[config.mk]
export PLATFORM = sky130hd
export DESIGN_NAME = ht16d35a_spi_controller
export DESIGN_NICKNAME = d
export VERILOG_FILES = /design/src/rtl/ht16d35a_spi_pkg.sv /design/src/rtl/spi_half_period_timer.sv /design/src/rtl/ht16d35a_spi_controller.sv
export SDC_FILE = /design/constraint.sdc
export NUM_CORES = 1
export LEC_CHECK = 0
export CORE_ASPECT_RATIO = 0.8
export CORE_MARGIN = 10
export CORE_UTILIZATION = 53
export DETAILED_ROUTE_END_ITERATION = 10
export PLACE_DENSITY = 0.8
export SYNTH_ARGS = -nofsm -noshare
export SYNTH_HDL_FRONTEND = slang
export SYNTH_SLANG_ARGS = --single-unit
[constraint.sdc]
create_clock -name clk -period 3.47 [get_ports clk]
set_input_delay 1.041 -clock clk [delete_from_list [all_inputs] [get_ports clk]]
set_output_delay 1.041 -clock clk [all_outputs]
set_load 0.01 [all_outputs]
[src/rtl/ht16d35a_spi_pkg.sv]
// Shared types for the HT16D35A / TM1638-style 3-wire SPI master.
package ht16d35a_spi_pkg;

  typedef enum logic [2:0] {
    IDLE,
    CS_SETUP,
    WRITE,
    TURNAROUND,
    READ,
    CS_HOLD,
    CS_HIGH
  } spi_state_e;

endpackage

[src/rtl/spi_half_period_timer.sv]
// Down-counter that paces the SPI FSM; a phase lasts exactly load_val clocks.
module spi_half_period_timer #(
  parameter int CNT_W = 5
) (
  input  logic             clk,
  input  logic             reset_n,
  input  logic             load,
  input  logic [CNT_W-1:0] load_val,
  output logic             done
);

  logic [CNT_W-1:0] cnt;

  always_ff @(posedge clk or negedge reset_n) begin
    if (!reset_n) begin
      cnt <= '0;
    end else if (load) begin
      cnt <= load_val - CNT_W'(1);
    end else if (cnt != '0) begin
      cnt <= cnt - CNT_W'(1);
    end
  end

  assign done = (cnt == '0);

endmodule

[src/rtl/ht16d35a_spi_controller.sv]
// 3-wire SPI master: latch a command, shift it out, optionally turn DIO around
// and read back a reply, framed by chip select with setup/hold/high times.
module ht16d35a_spi_controller
  import ht16d35a_spi_pkg::*;
#(
  parameter int NUM_SELECTS    = 1,
  parameter int CLK_DIV        = 20,
  parameter int OUT_BYTES      = 5,
  parameter int IN_BYTES       = 4,
  parameter int ALL_DONE_DELAY = 1,
  parameter int LSB_FIRST      = 1,
  localparam int OUT_SZ        = $clog2(OUT_BYTES + 1),
  localparam int IN_SZ         = $clog2(IN_BYTES + 1)
) (
  input  logic                   clk,
  input  logic                   reset_n,
  output logic                   sck,
  output logic                   dio_o,
  output logic                   dio_e,
  input  logic                   dio_i,
  output logic [NUM_SELECTS-1:0] cs,
  output logic                   busy,
  input  logic                   activate,
  input  logic [NUM_SELECTS-1:0] in_cs,
  input  logic [7:0]             out_data [OUT_BYTES],
  input  logic [OUT_SZ-1:0]      out_count,
  input  logic [IN_SZ-1:0]       in_count,
  output logic [7:0]             in_data  [IN_BYTES]
);

  localparam int HALF      = CLK_DIV / 2;
  localparam int HOLD_CLKS = (ALL_DONE_DELAY > 0) ? ALL_DONE_DELAY * CLK_DIV : 1;
  localparam int TMR_MAX   = (HOLD_CLKS > CLK_DIV) ? HOLD_CLKS : CLK_DIV;
  localparam int TW        = $clog2(TMR_MAX + 1);
  localparam int WI_W      = (OUT_BYTES > 1) ? $clog2(OUT_BYTES) : 1;
  localparam int RI_W      = (IN_BYTES > 1) ? $clog2(IN_BYTES) : 1;

  function automatic logic [OUT_SZ-1:0] clamp_out(input logic [OUT_SZ-1:0] n);
    return (n > OUT_SZ'(OUT_BYTES)) ? OUT_SZ'(OUT_BYTES) : n;
  endfunction

  function automatic logic [IN_SZ-1:0] clamp_in(input logic [IN_SZ-1:0] n);
    return (n > IN_SZ'(IN_BYTES)) ? IN_SZ'(IN_BYTES) : n;
  endfunction

  function automatic logic tx_bit(input logic [7:0] b, input logic [2:0] i);
    return (LSB_FIRST != 0) ? b[i] : b[3'd7 - i];
  endfunction

  spi_state_e            state, state_nx;
  logic                  ph, ph_nx;
  logic [2:0]            bit_idx, bit_nx;
  logic [WI_W-1:0]       wr_idx, wr_nx;
  logic [RI_W-1:0]       rd_idx, rd_nx;
  logic                  sck_nx, dio_o_nx, dio_e_nx, busy_nx;
  logic [NUM_SELECTS-1:0] cs_nx;
  logic                  start, sample, tmr_load, tmr_done;
  logic [TW-1:0]         tmr_val;
  logic [7:0]            tx_q [OUT_BYTES];
  logic [OUT_SZ-1:0]     oc_q;
  logic [IN_SZ-1:0]      ic_q;
  logic [7:0]            rx_sr, rx_nxt;
  logic                  last_wr, last_rd;

  spi_half_period_timer #(.CNT_W(TW)) u_timer (
    .clk      (clk),
    .reset_n  (reset_n),
    .load     (tmr_load),
    .load_val (tmr_val),
    .done     (tmr_done)
  );

  assign last_wr = (wr_idx == WI_W'(oc_q - OUT_SZ'(1)));
  assign last_rd = (rd_idx == RI_W'(ic_q - IN_SZ'(1)));
  assign rx_nxt  = (LSB_FIRST != 0) ? {dio_i, rx_sr[7:1]} : {rx_sr[6:0], dio_i};

  // ph=0 is the SCK-low half of a bit, ph=1 the SCK-high half.
  always_comb begin
    state_nx = state;
    ph_nx    = ph;
    bit_nx   = bit_idx;
    wr_nx    = wr_idx;
    rd_nx    = rd_idx;
    sck_nx   = sck;
    dio_o_nx = dio_o;
    dio_e_nx = dio_e;
    cs_nx    = cs;
    busy_nx  = busy;
    start    = 1'b0;
    sample   = 1'b0;
    tmr_load = 1'b0;
    tmr_val  = TW'(HALF);
    unique case (state)
      IDLE: begin
        if (activate) begin
          start    = 1'b1;
          busy_nx  = 1'b1;
          cs_nx    = ~in_cs;
          tmr_load = 1'b1;
          state_nx = CS_SETUP;
        end
      end
      CS_SETUP: begin
        if (tmr_done) begin
          tmr_load = 1'b1;
          if (oc_q != '0) begin
            state_nx = WRITE;
            sck_nx   = 1'b0;
            dio_e_nx = 1'b1;
            ph_nx    = 1'b0;
            bit_nx   = 3'd0;
            wr_nx    = '0;
            dio_o_nx = tx_bit(tx_q[WI_W'(0)], 3'd0);
          end else if (ic_q != '0) begin
            state_nx = TURNAROUND;
          end else begin
            state_nx = CS_HOLD;
            tmr_val  = TW'(HOLD_CLKS);
          end
        end
      end
      WRITE: begin
        if (tmr_done) begin
          tmr_load = 1'b1;
          if (!ph) begin
            sck_nx = 1'b1;
            ph_nx  = 1'b1;
          end else if (bit_idx == 3'd7 && last_wr) begin
            dio_e_nx = 1'b0;
            dio_o_nx = 1'b0;
            if (ic_q != '0) begin
              state_nx = TURNAROUND;
            end else begin
              state_nx = CS_HOLD;
              tmr_val  = TW'(HOLD_CLKS);
            end
          end else begin
            if (bit_idx == 3'd7) wr_nx = wr_idx + WI_W'(1);
            bit_nx   = bit_idx + 3'd1;
            sck_nx   = 1'b0;
            ph_nx    = 1'b0;
            dio_o_nx = tx_bit(tx_q[wr_nx], bit_nx);
          end
        end
      end
      TURNAROUND: begin
        if (tmr_done) begin
          tmr_load = 1'b1;
          state_nx = READ;
          sck_nx   = 1'b0;
          ph_nx    = 1'b0;
          bit_nx   = 3'd0;
          rd_nx    = '0;
        end
      end
      READ: begin
        if (tmr_done) begin
          tmr_load = 1'b1;
          if (!ph) begin
            sck_nx = 1'b1;
            ph_nx  = 1'b1;
            sample = 1'b1;
          end else if (bit_idx == 3'd7 && last_rd) begin
            state_nx = CS_HOLD;
            tmr_val  = TW'(HOLD_CLKS);
          end else begin
            if (bit_idx == 3'd7) rd_nx = rd_idx + RI_W'(1);
            bit_nx = bit_idx + 3'd1;
            sck_nx = 1'b0;
            ph_nx  = 1'b0;
          end
        end
      end
      CS_HOLD: begin
        if (tmr_done) begin
          tmr_load = 1'b1;
          tmr_val  = TW'(CLK_DIV);
          cs_nx    = '1;
          state_nx = CS_HIGH;
        end
      end
      CS_HIGH: begin
        if (tmr_done) begin
          busy_nx  = 1'b0;
          state_nx = IDLE;
        end
      end
      default: state_nx = IDLE;
    endcase
  end

  always_ff @(posedge clk or negedge reset_n) begin
    if (!reset_n) begin
      state   <= IDLE;
      ph      <= 1'b0;
      bit_idx <= 3'd0;
      wr_idx  <= '0;
      rd_idx  <= '0;
      sck     <= 1'b1;
      dio_o   <= 1'b0;
      dio_e   <= 1'b0;
      cs      <= '1;
      busy    <= 1'b0;
      oc_q    <= '0;
      ic_q    <= '0;
      for (int k = 0; k < IN_BYTES; k++) in_data[k] <= '0;
    end else begin
      state   <= state_nx;
      ph      <= ph_nx;
      bit_idx <= bit_nx;
      wr_idx  <= wr_nx;
      rd_idx  <= rd_nx;
      sck     <= sck_nx;
      dio_o   <= dio_o_nx;
      dio_e   <= dio_e_nx;
      cs      <= cs_nx;
      busy    <= busy_nx;
      if (start) begin
        oc_q <= clamp_out(out_count);
        ic_q <= clamp_in(in_count);
      end
      if (sample && bit_idx == 3'd7) in_data[rd_idx] <= rx_nxt;
    end
  end

  // Command bytes and the receive shifter carry data only; no reset needed.
  always_ff @(posedge clk) begin
    if (start)  tx_q  <= out_data;
    if (sample) rx_sr <= rx_nxt;
  end

endmodule

==> results of run 1 <==
## kinds of logic (layout without fill, tap and decap cells)
family / count (synthesis) / in the layout / share of synthesized area
and+or+nand+nor: 106 / 106 / 0.114
muxes: 52 / 52 / 0.120
buffers and inverters: 29 / 122 / 0.0285
xor gates and xnor gates: 8 / 8 / 0.0175
adders and majority gates: 12 / 12 / 0.0295
AOI/OAI and AO/OA: 88 / 88 / 0.117
DFF: 107 / 107 / 0.573
## flip-flops by register name, summed over array words and instances (netlist names)
register,flops
bit_idx,3
ic_q,3
cs,1
ph,1
rd_idx,2
tx_q,40
sck,1
in_data,32
rx_sr,7
u_timer.cnt,5
dio_e,1
busy,1
oc_q,3
dio_o,1
wr_idx,3
state,3
## power by group through the flow
stage	logic [mW]	registers (mW)	clock network, mW
6_report	1.06	1.75	0.978
2_1_floorplan	0.793	1.69	0
4_1_cts	1.06	1.75	0.998
3_5_place_dp	1.05	1.77	0
3_3_place_gp	1.03	1.76	0
5_1_grt	1.18	1.78	1.05
## worst register-to-register path, delay by kind of cell, from the launching register on
family	cells	cell delay [ns]
xor+xnor	1	0.44
simple gates	2	0.56
mux	1	0.41
fa+ha+maj	2	0.48
compound gates	2	0.20
flops	1	0.64
## metrics by stage
stage | hold slack [ns] | power (mW)
3_3_place_gp | 0.474 | 2.80
2_1_floorplan | 0.453 | 2.48
6_report | 0.493 | 3.79
3_5_place_dp | 0.481 | 2.82
5_1_grt | 0.503 | 4.02
4_1_cts | 0.492 | 3.80
## layout make-up
cell class	count	area, µm²
timing repair buffer	92	903
sequential	107	2920
inverter	14	52.6
fill	648	2860
multi-input combinational	266	2030
tap	115	144
clock inverter	7	62.6
clock buffer	9	225
## cell usage in the layout (no fill, tap or decap), drive strengths merged, types with 6 or more instances in the layout
cell / count
a21oi: 20
buf: 6
clkbuf: 9
clkdlybuf4s50: 86
dfrtp: 58
edfxtp: 47
ha: 12
inv: 15
mux2: 37
mux2i: 12
nand2: 28
nand3: 7
nand4: 6
nor2: 24
nor2b: 6
nor3: 7
o21ai: 24
o22ai: 6
xor2: 7
## metal layers
layer  wire length, µm  vias up  share of wire
li1                  -     1677              -
met1              5120     1685           0.45
met2              5310      116           0.47
met3               938        4          0.082
met4                52        0         0.0046
met5                 0        -              0
## how the worst max path moves through the flow
stage                     startpoint      end  slack (ns)  cells after the start
final                     bit_idx[0]    dio_o        0.59                      8
after global routing      bit_idx[0]    dio_o        0.40                      8
after CTS                 bit_idx[0]    dio_o        0.59                      8
after detailed placement  bit_idx[0]    dio_o        0.60                      8
after global placement      activate  tx_q[6]        0.70                      4
after floorplan             activate  tx_q[0]        0.47                      3
==> out/results.tsv, run 1 <==
stage	metric	value	unit
logic_synthesis	ys_ff_latch	107	
timing	rsz0062_at_grt	no	
global_route	met1_usage	0.223	
pwr	vdd.ir_drop.worst	0.299	mV
layout	final_core_util	0.689	
logic_synthesis	netlist_top_cells_area	dfrtp_1 29%, edfxtp_1 28%, mux2_2 8.0%	
placed_design	portBuffers	87	
placed_design	hpwl	8.46	mm
logic_synthesis	synth_seq_area_share	0.573	
critical_path	crit_chain	ha_1, ha_1, xor2_4, mux2_2, nor4b_1, a2111oi_4, nand4_1, a41oi_1	
global_route	grt_util_met2	0.260	
clocking	cts-htree-levels	3	
logic_synthesis	synth_common_cells	58 x dfrtp_1, 47 x edfxtp_1, 36 x mux2_2	
global_route	grt_pass1_vias	3590	
pwr	p_leak	2.50	nW
logic_synthesis	synth_top_area_frac	0.285	
timing	max_freq	0.348	GHz
detailed_routing	drt_iter0_drc	321	
logic_synthesis	yosys.area.top_type	dfrtp_1	
critical_path	r2r_slack	0.59	ns
critical_path	cp_num_buf_inv	0	
logic_synthesis	yosys_warnings	0	
clocking	cts_hold_buf	0	
hold_path	hp-class	reg2reg	
clocking	clock_sinks	107	
detailed_routing	routed_wl	11.4	mm
timing	fin_crit	2.88	ns
pwr	power.switching	1.29	mW
logic_synthesis	syn_area	5090	µm²
global_route	grt_antenna_before_repair	0	
layout	layout.cells.non_filler	610	
timing	slew_violations	0	
critical_path	cp_top_family	flip-flops	
clocking	postCtsSetupRepairBufs	0	
status	status	complete, no violations	
critical_path	r2r_start	bit_idx[0]	
clocking	cts_resized	0	
logic_synthesis	synthDistinctLibCells	72	
placed_design	dpl_cell_area	6040	µm²
hold_path	whs_endpoint	sck	
timing	tightest_slew	0.596	ns
detailed_routing	viasPerCell	5.71	
layout	diodes	0	
critical_path	rr_endpoint	dio_o	
critical_path	cpMostUsedCell	ha_1	
hold_path	hold_path_startpoint	sck	
critical_path	cp_max_fo	14	
timing	relSlewSlack	0.602	
critical_path	crit_type	reg2reg	
layout	areaGrowthSynthToFinish	24.4	%
clocking	cts_tree	built	
clocking	clk_pin_slew	0.07	ns
logic_synthesis	syn_area_per_cell	12.7	µm²
critical_path	startpoint_type	flop	
layout	final_net_count	553	
detailed_routing	drc	0	
logic_synthesis	ys_dominant_reg_cell	dfrtp_1	
pwr	powerDensity	598	nW/µm²
critical_path	slowest_stage	dfrtp_1	
placed_design	pre_cts_ws	0.601	ns
critical_path	critical_path_required	3.67	ns
clocking	cts_inserted_buffers	9	
floorplan	fp.dieH	108	µm
critical_path	rr_worst_depth	8	
global_route	grt_max_degree	50	
floorplan	core-area	9190	µm²
job	max_cap_viol_count	0	
detailed_routing	routed-via-count	3482	
detailed_routing	ant_nets	0	
floorplan	ios	88	
timing	fin_setup_tns	0	ns
pwr	swShare	0.340	
logic_synthesis	synth_most_common_cell	dfrtp_1	
detailed_routing	routedWlPerCell	18.7	µm
global_route	met3_usage	0.0748	
pwr	power_frac_clock	0.258	
critical_path	endpoint_kind	flop	
timing	setup_ws	0.593	ns
placed_design	gp_congestion	0.894	
floorplan	start_util	0.554	
global_route	gr-total-overflow	0	
placed_design	post-place-cells	594	
floorplan	std_cell_rows	31	
critical_path	cp_slowest_stage_delay	0.64	ns
pwr	internal_power	2.50	mW
logic_synthesis	synth_nets	465	
floorplan	die_w	130	µm
critical_path	arrival	3.07	ns
layout	stdcell_area	6330	µm²
logic_synthesis	synth_edf_count	47	
timing	setup_viol	0	
layout	drive_gt1_frac	0.164	
floorplan	fp.dieArea	13900	µm²
pwr	power_frac_seq	0.462	
clocking	cts_root_buffer	clkbuf_16	
detailed_routing	drtPass1Iterations	5	
logic_synthesis	syn-instance-count	402	
global_route	grt_pass1_wl	18.8	mm
clocking	cts_max_path_buffers	2	
timing	finClkSkew	0.00867	ns
clocking	worstSkewPairLatency	0.35	ns
global_route	busiest_layer	met2	
timing	min_period_over_period	0.829	
logic_synthesis	postSynth.asyncResetShare	0.561	
timing	hold_viol_final	0	
hold_path	worstHoldPathCells	2	
global_route	grt_usage	0.172	
pwr	combPwrFrac	0.280	
No activity file was read; power rests on OpenSTA's default activity.
==> run 2: changes to the inputs <==
==> constraint.sdc (replaced) <==
create_clock -name clk -period 2.72 [get_ports clk]
set_input_delay 0.816 -clock clk [delete_from_list [all_inputs] [get_ports clk]]
set_output_delay 0.816 -clock clk [all_outputs]
set_load 0.01 [all_outputs]
==> run 2 against run 1 <==
  * Clock-buffer cell count up 1
  * Register-to-register slack lost 0.41 ns
  * Utilization increased by 1.2 points
  * Critical path depth did not move
  * Sequential cell count stayed put
  * Sequential share of layout area decreased by 0.77 points
  * Clock power is 43% higher
  * Via count rose by 2.7%
  * Largest cell class unchanged
==> out/results.tsv, run 2 (synthesized netlist as in run 1, its figures left out) <==
stage	metric	value	unit
pwr	p_total	5.06	mW
hold_path	hold_path_startpoint	ic_q[2]	
layout	largest_register_ffs	40	
clocking	cts_hold_buf	0	
critical_path	r2r_slack	0.18	ns
timing	tightest_slew	0.771	ns
critical_path	slowest_stage	nor4b_1	
critical_path	arrival	2.75	ns
detailed_routing	routed-via-count	3575	
critical_path	crit_type	reg2reg	
global_route	grt_max_degree	61	
global_route	grt_pass1_wl	19.3	mm
hold_path	hp-class	reg2reg	
timing	relSlewSlack	0.486	
clocking	clock_sinks	107	
layout	diodes	0	
pwr	vdd.ir_drop.worst	0.386	mV
layout	mostFrequentLayoutCells	86 x clkdlybuf4s50_1, 58 x dfrtp_1, 47 x edfxtp_1, 36 x mux2_2, 24 x nand2_1	
critical_path	r2r_start	bit_idx[0]	
detailed_routing	drc	0	
critical_path	cpMostUsedCell	ha_1	
timing	slew_violations	0	
detailed_routing	drtPass1Iterations	5	
clocking	clk_pin_slew	0.07	ns
layout	final_common_cell	clkdlybuf4s50_1	
detailed_routing	routedWlPerCell	19.1	µm
clocking	cts_resized	0	
clocking	cts_root_buffer	clkbuf_16	
layout	final_net_count	560	
job	max_cap_viol_count	0	
floorplan	std_cell_rows	31	
clocking	postCtsSetupRepairBufs	0	
critical_path	rr_worst_depth	8	
global_route	gr-total-overflow	0	
critical_path	cp_slowest_stage_delay	0.51	ns
global_route	grt_pass1_vias	3730	
timing	hold_slack	0.503	ns
critical_path	cp_max_fo	8	
layout	areaGrowthSynthToFinish	26.5	%
pwr	powerDensity	785	nW/µm²
timing	finClkSkew	0.00788	ns
layout	drive_gt1_frac	0.179	
floorplan	start_util	0.554	
placed_design	gp_congestion	0.874	
floorplan	die_w	130	µm
critical_path	critical_path_required	2.93	ns
timing	min_period_over_period	0.935	
critical_path	endpoint_kind	flop	
clocking	cts_tree	built	
layout	register_area	2920	µm²
detailed_routing	drt_iter0_drc	330	
global_route	grt_antenna_before_repair	0	
timing	setup_viol	0	
timing	fin_setup_tns	0	ns
status	status	complete, no violations	
global_route	grt_usage	0.174	
layout	reg_top3	tx_q: 40 flops, in_data: 32 flops, rx_sr: 7 flops	
placed_design	portBuffers	87	
clocking	cts_max_path_buffers	2	
floorplan	core-area	9190	µm²
floorplan	ios	88	
layout	multiInputGateArea	2030	µm²
timing	rsz0062_at_grt	no	
floorplan	fp.dieArea	13900	µm²
clocking	cts-htree-levels	3	
detailed_routing	ant_nets	0	
pwr	p_leak	2.56	nW
clocking	cts_inserted_buffers	9	
timing	fin_crit	2.54	ns
hold_path	worstHoldPathCells	2	
timing	max_freq	0.393	GHz
layout	top_register	tx_q	
critical_path	rr_endpoint	dio_o	
clocking	worstSkewPairLatency	0.35	ns
floorplan	fp.dieH	108	µm
detailed_routing	routed_wl	11.8	mm
detailed_routing	viasPerCell	5.79	
timing	hold_viol_final	0	
hold_path	whs_endpoint	ic_q[2]	
critical_path	crit_chain	ha_1, ha_1, xor2_4, mux2_2, nor4b_1, a2111oi_4, nand4_1, a41oi_1	
layout	fillers	648	
placed_design	hpwl	8.60	mm
critical_path	startpoint_type	flop	
## run 2: changes by cell type in the layout (fill, tap and decap cells not counted), sizes merged
cell	previous run	this run
buf	6	13
clkinv	5	2
inv	15	17
bufinv	0	1
clkbuf	9	10
clkinvlp	1	0
## run 2: worst max path at each step
stage                          start    end  slack, ns  cells past startpoint
after floorplan           bit_idx[0]  dio_o       0.39                     10
after global placement    bit_idx[0]  dio_o       0.29                      9
after detailed placement  bit_idx[0]  dio_o       0.12                      9
after CTS                 bit_idx[0]  dio_o       0.09                      9
after global routing      bit_idx[0]  dio_o      0.005                      8
final                     bit_idx[0]  dio_o       0.18                      8
## run 2: layout make-up
type                            instances  area share
Sequential cell                       107       0.453
Inverter                               14     0.00816
Tap cell                              115      0.0223
Clock inverter                          6      0.0134
Timing Repair Buffer                   99       0.150
Clock buffer                           10      0.0371
Multi-Input combinational cell        266       0.316
## run 2: power by group
part           internal, mW  switching, mW
clock                 0.767          0.628
combinational         0.627          0.855
sequential             1.97          0.209
total                  3.37           1.69
## run 2: stage by stage
stage	setup slack (ns)	util	std cells	instance area, µm²
after floorplan	0.392	-	402	5090
after global placement	0.290	0.664	601	6110
after detailed placement	0.119	0.664	601	6110
after CTS	0.0914	0.700	617	6430
after global routing	0.00533	0.700	617	6440
final	0.178	0.700	617	6440
## run 2: per-layer routing
metal,up-vias,routed length [µm],global-route usage
li1,1687,-,-
met5,-,0,0
met2,121,5600,0.276
met1,1755,5130,0.218
met3,12,920,0.0670
met4,0,103,0.0473
## run 2: worst max-delay path, delay by kind of cell (launching register included)
kind,cells,cell delay (ns)
AOI/OAI and AO/OA,2,0.21
xor gates and xnor gates,1,0.34
adders and majority gates,2,0.45
DFF,1,0.39
muxes,1,0.38
and+or+nand+nor,2,0.65
